===== src/rtl/uart_frame_ctrl.sv =====
`default_nettype none
// ============================================================================
//  Module      : uart_frame_ctrl
//  Description : Assembles fixed-length multi-byte frames from a UART receiver,
//                replies ACK/NAK through the UART transmitter, and commits the
//                last good frame to the output on a rising edge of shoot.
//  Revision    : 1.0 - initial release
// ============================================================================
module uart_frame_ctrl #(
    parameter int         NUM_BYTES      = 2,
    parameter int         STARTUP_CYCLES = 24000000,
    parameter int         TIMEOUT_CYCLES = 2400,
    parameter logic [7:0] ACK_BYTE       = 8'h06,
    parameter logic [7:0] NAK_BYTE       = 8'h15
) (
    input  logic                   clk,
    input  logic                   reset,
    input  logic                   shoot,
    input  logic [7:0]             rx_data,
    input  logic                   rx_done,
    input  logic                   rx_parity_err,
    input  logic                   tx_busy,
    output logic                   tx_start,
    output logic [7:0]             tx_data,
    output logic [8*NUM_BYTES-1:0] value,
    output logic                   value_valid,
    output logic [7:0]             err_cnt,
    output logic                   armed
);

    // Counter widths hold the full terminal value; +2 keeps the width >= 1
    localparam int c_SU_W  = $clog2(STARTUP_CYCLES + 2);
    localparam int c_TMR_W = $clog2(TIMEOUT_CYCLES + 2);
    localparam int c_IDX_W = $clog2(NUM_BYTES + 1);

    localparam logic [c_SU_W-1:0]  c_SU_LAST  = c_SU_W'(STARTUP_CYCLES);
    localparam logic [c_TMR_W-1:0] c_TMR_LAST = c_TMR_W'(TIMEOUT_CYCLES);
    localparam logic [c_IDX_W-1:0] c_IDX_LAST = c_IDX_W'(NUM_BYTES - 1);

    typedef enum logic [1:0] {
        ST_STARTUP = 2'd0,
        ST_RECV    = 2'd1,
        ST_REPLY   = 2'd2,
        ST_HOLD    = 2'd3
    } state_t;

    state_t                   r_state;
    state_t                   w_state_next;
    logic [c_SU_W-1:0]        r_su_cnt;
    logic [c_TMR_W-1:0]       r_tmr;
    logic [c_IDX_W-1:0]       r_idx;
    logic [8*NUM_BYTES-1:0]   r_shadow;
    logic                     r_shoot_d;
    logic                     r_ack;

    logic                     w_su_done;
    logic                     w_timeout;
    logic                     w_accept;
    logic                     w_last;
    logic                     w_nak;
    logic                     w_err_inc;
    logic                     w_commit;

    assign armed = (r_state != ST_STARTUP);

    // State register
    always_ff @(posedge clk) begin
        if (reset) begin
            r_state <= ST_STARTUP;
        end else begin
            r_state <= w_state_next;
        end
    end

    // Next-state decode and per-cycle event strobes
    always_comb begin
        w_state_next = r_state;
        w_accept     = 1'b0;
        w_last       = 1'b0;
        w_nak        = 1'b0;
        w_err_inc    = 1'b0;
        w_commit     = 1'b0;
        tx_start     = 1'b0;
        w_su_done    = (r_su_cnt == c_SU_LAST);
        w_timeout    = (r_idx != '0) && (r_tmr == c_TMR_LAST);
        case (r_state)
            ST_STARTUP: begin
                if (w_su_done && shoot) begin
                    w_state_next = ST_RECV;
                end
            end
            ST_RECV: begin
                // A received byte wins over a timer expiring in the same cycle
                if (rx_done) begin
                    if (rx_parity_err) begin
                        w_nak        = 1'b1;
                        w_err_inc    = 1'b1;
                        w_state_next = ST_REPLY;
                    end else begin
                        w_accept = 1'b1;
                        if (r_idx == c_IDX_LAST) begin
                            w_last       = 1'b1;
                            w_state_next = ST_REPLY;
                        end
                    end
                end else if (w_timeout) begin
                    w_nak        = 1'b1;
                    w_err_inc    = 1'b1;
                    w_state_next = ST_REPLY;
                end
            end
            ST_REPLY: begin
                w_err_inc = rx_done;
                if (!tx_busy) begin
                    tx_start     = 1'b1;
                    w_state_next = r_ack ? ST_HOLD : ST_RECV;
                end
            end
            ST_HOLD: begin
                w_err_inc = rx_done;
                if (shoot && !r_shoot_d) begin
                    w_commit     = 1'b1;
                    w_state_next = ST_RECV;
                end
            end
            default: begin
                w_state_next = ST_STARTUP;
            end
        endcase
    end

    // Datapath: counters, shadow frame, reply byte, committed value
    always_ff @(posedge clk) begin
        if (reset) begin
            r_su_cnt    <= '0;
            r_tmr       <= '0;
            r_idx       <= '0;
            r_shadow    <= '0;
            r_shoot_d   <= 1'b0;
            r_ack       <= 1'b0;
            tx_data     <= 8'h00;
            value       <= '0;
            value_valid <= 1'b0;
            err_cnt     <= 8'h00;
        end else begin
            r_shoot_d   <= shoot;
            value_valid <= w_commit;

            if ((r_state == ST_STARTUP) && !w_su_done) begin
                r_su_cnt <= r_su_cnt + c_SU_W'(1);
            end

            // Inter-byte timer only runs while a frame is partially received
            if (rx_done || w_nak) begin
                r_tmr <= '0;
            end else if ((r_state == ST_RECV) && (r_idx != '0)) begin
                r_tmr <= r_tmr + c_TMR_W'(1);
            end

            if (w_nak || w_last) begin
                r_idx <= '0;
            end else if (w_accept) begin
                r_idx <= r_idx + c_IDX_W'(1);
            end

            // First byte of a frame lands in the most significant slot
            for (int b = 0; b < NUM_BYTES; b++) begin
                if (w_accept && (r_idx == c_IDX_W'(NUM_BYTES - 1 - b))) begin
                    r_shadow[8*b +: 8] <= rx_data;
                end
            end

            if ((r_state == ST_RECV) && (w_state_next == ST_REPLY)) begin
                tx_data <= w_nak ? NAK_BYTE : ACK_BYTE;
                r_ack   <= !w_nak;
            end

            if (w_commit) begin
                value <= r_shadow;
            end

            if (w_err_inc && (err_cnt != 8'hFF)) begin
                err_cnt <= err_cnt + 8'd1;
            end
        end
    end

endmodule
`default_nettype wire


===== config.mk =====
export PLATFORM = sky130hd
export DESIGN_NAME = uart_frame_ctrl
export DESIGN_NICKNAME = d
export VERILOG_FILES = /design/src/rtl/uart_frame_ctrl.sv
export SDC_FILE = /design/constraint.sdc
export NUM_CORES = 1
export LEC_CHECK = 0
export ABC_AREA = 0
export CAP_MARGIN = 20
export CORE_MARGIN = 1
export CORE_UTILIZATION = 45
export DETAILED_ROUTE_END_ITERATION = 10
export GPL_ROUTABILITY_DRIVEN = 0
export PLACE_DENSITY = 0.75
export SLEW_MARGIN = 30
export SYNTH_ARGS = -nofsm -noshare
export SYNTH_HDL_FRONTEND = slang
export SYNTH_SLANG_ARGS = --single-unit

===== constraint.sdc =====
create_clock -name clk -period 3.9 [get_ports clk]
set_clock_uncertainty 0.05 [all_clocks]
set_input_delay 1.17 -clock clk [delete_from_list [all_inputs] [get_ports clk]]
set_output_delay 1.17 -clock clk [all_outputs]
set_load 0.02 [all_outputs]

==> Word level (Yosys, flattened, before mapping) <==
Index checks and enable logic that the tools add are counted.
{ "classes": {"add_sub_neg": 4, "reduce_logical": 21, "mux": 26, "eq_ne": 8} }
{ "ops": {"columns": ["op", "count"], "rows": [
  ["25-bit by 1-bit adder with 25-bit output (second input constant)", 1],
  ["25-bit == test (second input constant)", 1],
  ["2-bit two-way mux", 8],
  ["1-bit two-way mux", 15],
  ["12-bit by 1-bit adder with 12-bit output (second input constant)", 1],
  ["12-bit == test (second input constant)", 1],
  ["1-bit logical AND", 9],
  ["8-bit by 1-bit adder with 8-bit output (second input constant)", 1],
  ["8-bit inequality test (second input constant)", 1],
  ["2-bit case mux with 4 select lines", 1],
  ["2-bit == test (second input constant)", 3],
  ["2-bit OR reduction", 3],
  ["5-bit two-way mux", 1],
  ["2-bit by 1-bit == test with 1-bit output (second input constant)", 2],
  ["2-bit zero test", 2],
  ["2-bit nonzero test", 2],
  ["1-bit zero test", 3],
  ["2-bit by 1-bit adder with 2-bit output (second input constant)", 1],
  ["1-bit logical OR", 2],
  ["1-bit case mux with 2 select lines", 1]
]} }
{ "totals": {"reg_bits": 92, "out_inout_bits": 35, "word_cells": 71, "input_bits": 14} }

==> Depth between registers and ports, before layout <==
{ "depth": {"word_depth": 7, "mapped_depth": 7, "depth_no_buf": 6} }

==> Worst setup path after synthesis <==
No wires, ideal clock.
{ "synth_timing": {"kind": "input to register", "start": "in rx_done", "end": "reg err_cnt[2]", "path_stages": 6, "required_ns": 3.729, "t_arrival_ns": 2.999, "path_buffers": 2, "path_slack_ns": 0.730, "path_cell_list": "clkbuf_2 -> or4b_1 -> or4_1 -> buf_6 -> a211oi_1 -> mux2_2"} }
{ "synth_via": {"elab_chain_cells": 3} }
{ "synth_rtl": {"columns": ["item", "line_no", "rtl"], "rows": [
  ["from (decl)", "20", "input logic rx_done,"],
  ["1-bit two-way mux", "94", "if (rx_done) begin"],
  ["1-bit case mux with 2 select lines *", "86", "case (r_state)"],
  ["1-bit logical AND *", "182", "if (w_err_inc && (err_cnt != 8'hFF)) begin"],
  ["to (signal assigned)", "183", "err_cnt <= err_cnt + 8'd1;"],
  ["to (decl)", "27", "output logic [7:0] err_cnt,"]
]} }
Mark *: on every way between the ends. The rest lies on a longest branch, timed or not.
A chain may end at the register's enable or synchronous reset.

==> Worst setup path after layout <==
{ "layout_timing": {"start": "in tx_busy", "end": "out tx_start"} }
{ "layout_via": {"elab_chain_cells": 2} }
{ "layout_rtl": {"columns": ["item", "line_no", "rtl"], "rows": [
  ["from (decl)", "22", "input logic tx_busy,"],
  ["1-bit two-way mux", "114", "if (!tx_busy) begin"],
  ["1-bit two-way mux", "86", null],
  ["to (decl)", "23", "output logic tx_start,"]
]} }
No other way between the ends.

==> out/metrics.yaml <==
outcome: "completed"
synth.area.mux_share: 0.0472
track_usage: 0.197
hold_buffers: 0
layoutNonFillerInstCount: 623
antenna_violating_nets_post_route: 0
synth_area_per_cell_um2: 8.25
detailedPlacementHpwl_mm: 6.07
worst_vdd_rail_ir_drop_uv: 195
total_negative_setup_slacks_ps: 0
postSynth.topFlopCell: "sky130_fd_sc_hd__dfxtp_1"
relSlewSlack: 0.405
cts_tree: "done"
clkLatencyLatePin_ps: 360
layout.nets: 534
cp_data_arrival_time_ps: 2480
post_synth_instance_area_um2: 3980
layout_commonest_cell: "sky130_fd_sc_hd__dfxtp_1"
timing.critical_path.required_ps: 2680
min-delay-path-class: "flop to flop"
ys_seq_area_frac: 0.433
unrepaired_setup_endpoints_after_global_routing: "false"
largest_net_degree_at_the_start_of_global_routing: 52
dpl.cell_count: 607
use_met2: 0.342
critical-path-top-delay-family: "buffers and inverters"
final_cell_mix: "sky130_fd_sc_hd__dfxtp_1 (86), sky130_fd_sc_hd__nand2_1 (74), sky130_fd_sc_hd__a21oi_1 (50)"
dieArea_um2: 9210
detail_route.drc_violations: 0
drt-wirelength-per-cell_um: 13.8
synth_top_family_by_area: "simple AND/OR/NAND/NOR gates"
placement_rows: 33
drv_slew: 0
p_leak_nw: 1.56
series_of_cell_instances_along_the_critical_path: "clkdlybuf4s50_1, nor2b_1, and2_1, clkdlybuf4s50_1"
top_usage_layer: "met2"
synth.top_cell.area_share: 0.433
placement.io_buffers: 44
critical_path_s_slowest_cell: "sky130_fd_sc_hd__clkdlybuf4s50_1"
num_antenna_cells: 0
post_synthesis_instance_total: 482
worstPathMaxFanout: 2
cts.sink_count: 86
yosysWarnings: 0
drt-initial-drc-count: 172
totalPowerFinal_mw: 1.57
first_pass_grt_wire_length_mm: 14.2
hold_viol_final: 0
grtUsageMet3: 0.0490
worst_setup_path_end_kind: "output port"
cts_inserted_buffers: 9
share_of_post_route_cells_with_drive_strength_above_1: 0.0753
netlist.top_cell.by_area: "sky130_fd_sc_hd__dfxtp_1"
vias: 3381
timing.setup.critical_path_class: "input pin to output port"
timing.final.crit_period_ps: 3700
max_slew.worst_pin.slew_ps: 893
timing.max_cap.violations: 0
grt_overflow: 0
yosys.area_share.adder: 0.0220
via_per_inst: 5.43
floorplan.die.height_um: 96.0
fmax_mhz: 270
route.final.wire_length_mm: 8.62
post_synth_and_or_nand_nor_area_fraction: 0.292
initial_core_util: 0.474
core-area_um2: 8380
areaGrowthSynthToFinish_pct: 17.0
cts_setup_buffers: 0
synth-xor-area-share: 0.0353
synthesized_area_fraction_occupied_by_ao_oa_aoi_and_oai_cells: 0.116
post-route-period-util: 0.949
met1_usage: 0.241
synth-async-reset-ratio: 0
cts_max_path_buffers: 2
setup.worst_path.start_class: "input pin"
setup_viol: 0
cellPowerDensity_nw_per_um2: 338
cts_root_buffer: "sky130_fd_sc_hd__clkbuf_8"
synth_enable_flop_cells: 0
num_io_pins: 49
yosys_register_bits: 86
antenna_violations_before_repair: 0
cp_num_buf_inv: 2
vias_in_the_first_global_route: 3138
final_util: 0.555
number_of_distinct_library_cell_variants_in_the_gate_level_netlist_after_synthesis: 46
dieWidth_um: 96.0
cts.repair.resized: 0
h-tree-depth: 3
drt-pass1-iter-count: 6
n_fill_cell: 778
largest_stage_delay_worst_path_ps: 600
crit_path_top_cell_by_count: "sky130_fd_sc_hd__clkdlybuf4s50_1"
yosys-top-cells-area: "sky130_fd_sc_hd__dfxtp_1 (43%), sky130_fd_sc_hd__nand2_1 (7.0%), sky130_fd_sc_hd__a21oi_1 (6.3%), sky130_fd_sc_hd__mux2_2 (4.0%), sky130_fd_sc_hd__nor2_1 (4.0%)"
clkSlewWorstSetupHoldPaths_ps: 80
==> path summary, 6_finish.rpt <==
| kind | from | endpoint | slack, ps | depth (start not counted) |
|---|---|---|---|---|
| max reg2reg | r_idx[0]$_SDFFE_PP0P_ | err_cnt[2]$_SDFFE_PP0P_ | 1130 | 6 |
| min reg2reg | value[7]$_SDFFE_PP0P_ | value[7]$_SDFFE_PP0P_ | 410 | 2 |
| max | tx_busy | tx_start | 200 | 4 |
| min | value[7]$_SDFFE_PP0P_ | value[7]$_SDFFE_PP0P_ | 410 | 2 |
==> power by group <==
part           switching (mW)  total [mW]  internal (mW)
registers             0.00283       0.883          0.880
clock network           0.320       0.634          0.314
logic                  0.0333      0.0550         0.0217
total                   0.356        1.57           1.22
==> final cells by class <==
cell class                      instances  area [µm²]  area share
Timing Repair Buffer                   48         465       0.100
Inverter                               18        67.6      0.0145
Clock buffer                           11         141      0.0304
Sequential cell                        86        1720       0.370
Clock inverter                          5        58.8      0.0126
Multi-Input combinational cell        350        2060       0.444
Tap cell                              105         131      0.0282
==> worst reg2reg max path: stages (launching register included) <==
cell and delay, ps:
sky130_fd_sc_hd__dfxtp_1 370, sky130_fd_sc_hd__inv_1 70, sky130_fd_sc_hd__ha_1 350, sky130_fd_sc_hd__or4b_1 550, sky130_fd_sc_hd__or4_1 600, sky130_fd_sc_hd__a211oi_1 330
sky130_fd_sc_hd__mux2_2 360
==> state kept, by name (all words and copies together) (netlist names) <==
signal,cells
r_su_cnt,25
r_shadow,16
value,16
r_tmr,12
err_cnt,8
tx_data,3
r_idx,2
r_state,2
r_shoot_d,1
value_valid,1
==> synthesized netlist by cell type, drive strengths merged, types with 3 or more instances <==
cell type / n
nor2: 42
a211o: 3
and3: 6
mux2i: 3
a211oi: 4
nor4: 10
inv: 18
dfxtp: 86
mux2: 14
a21oi: 50
nand3: 31
xnor2: 3
or3: 7
nor2b: 15
nor4b: 3
and4: 3
xor2: 13
ha: 7
or4: 4
o21ai: 5
o31ai: 4
nand4: 13
buf: 8
clkbuf: 23
and2: 4
or4b: 3
nor4bb: 5
nand2: 74
==> through the flow <==
| stage | hold slack [ps] | setup WS (ps) | cell area, µm² |
|---|---|---|---|
| 6_report | 408 | 198 | 4650 |
| 5_1_grt | 430 | 115 | 4650 |
| 4_1_cts | 411 | 200 | 4650 |
| 3_5_place_dp | 397 | 211 | 4450 |
| 3_3_place_gp | 395 | 215 | 4450 |
| 2_1_floorplan | 382 | 730 | 3990 |
==> kinds of logic (layout without fill, tap and decap cells) <==
family,after synthesis,in the layout
other,1,4
muxes,17,17
DFF,86,86
buffers and inverters,49,82
AOI/OAI and AO/OA,77,77
adders and majority gates,7,7
and+or+nand+nor,229,229
xor gates and xnor gates,16,16
==> metal layers <==
metal / vias up / wire [µm] / part of all wire
li1: 1736 / - / -
met1: 1594 / 3990 / 0.46
met2: 41 / 4300 / 0.50
met3: 10 / 239 / 0.028
met4: 0 / 95 / 0.011
met5: - / 0 / 0
(Power assumes the default switching activity.)
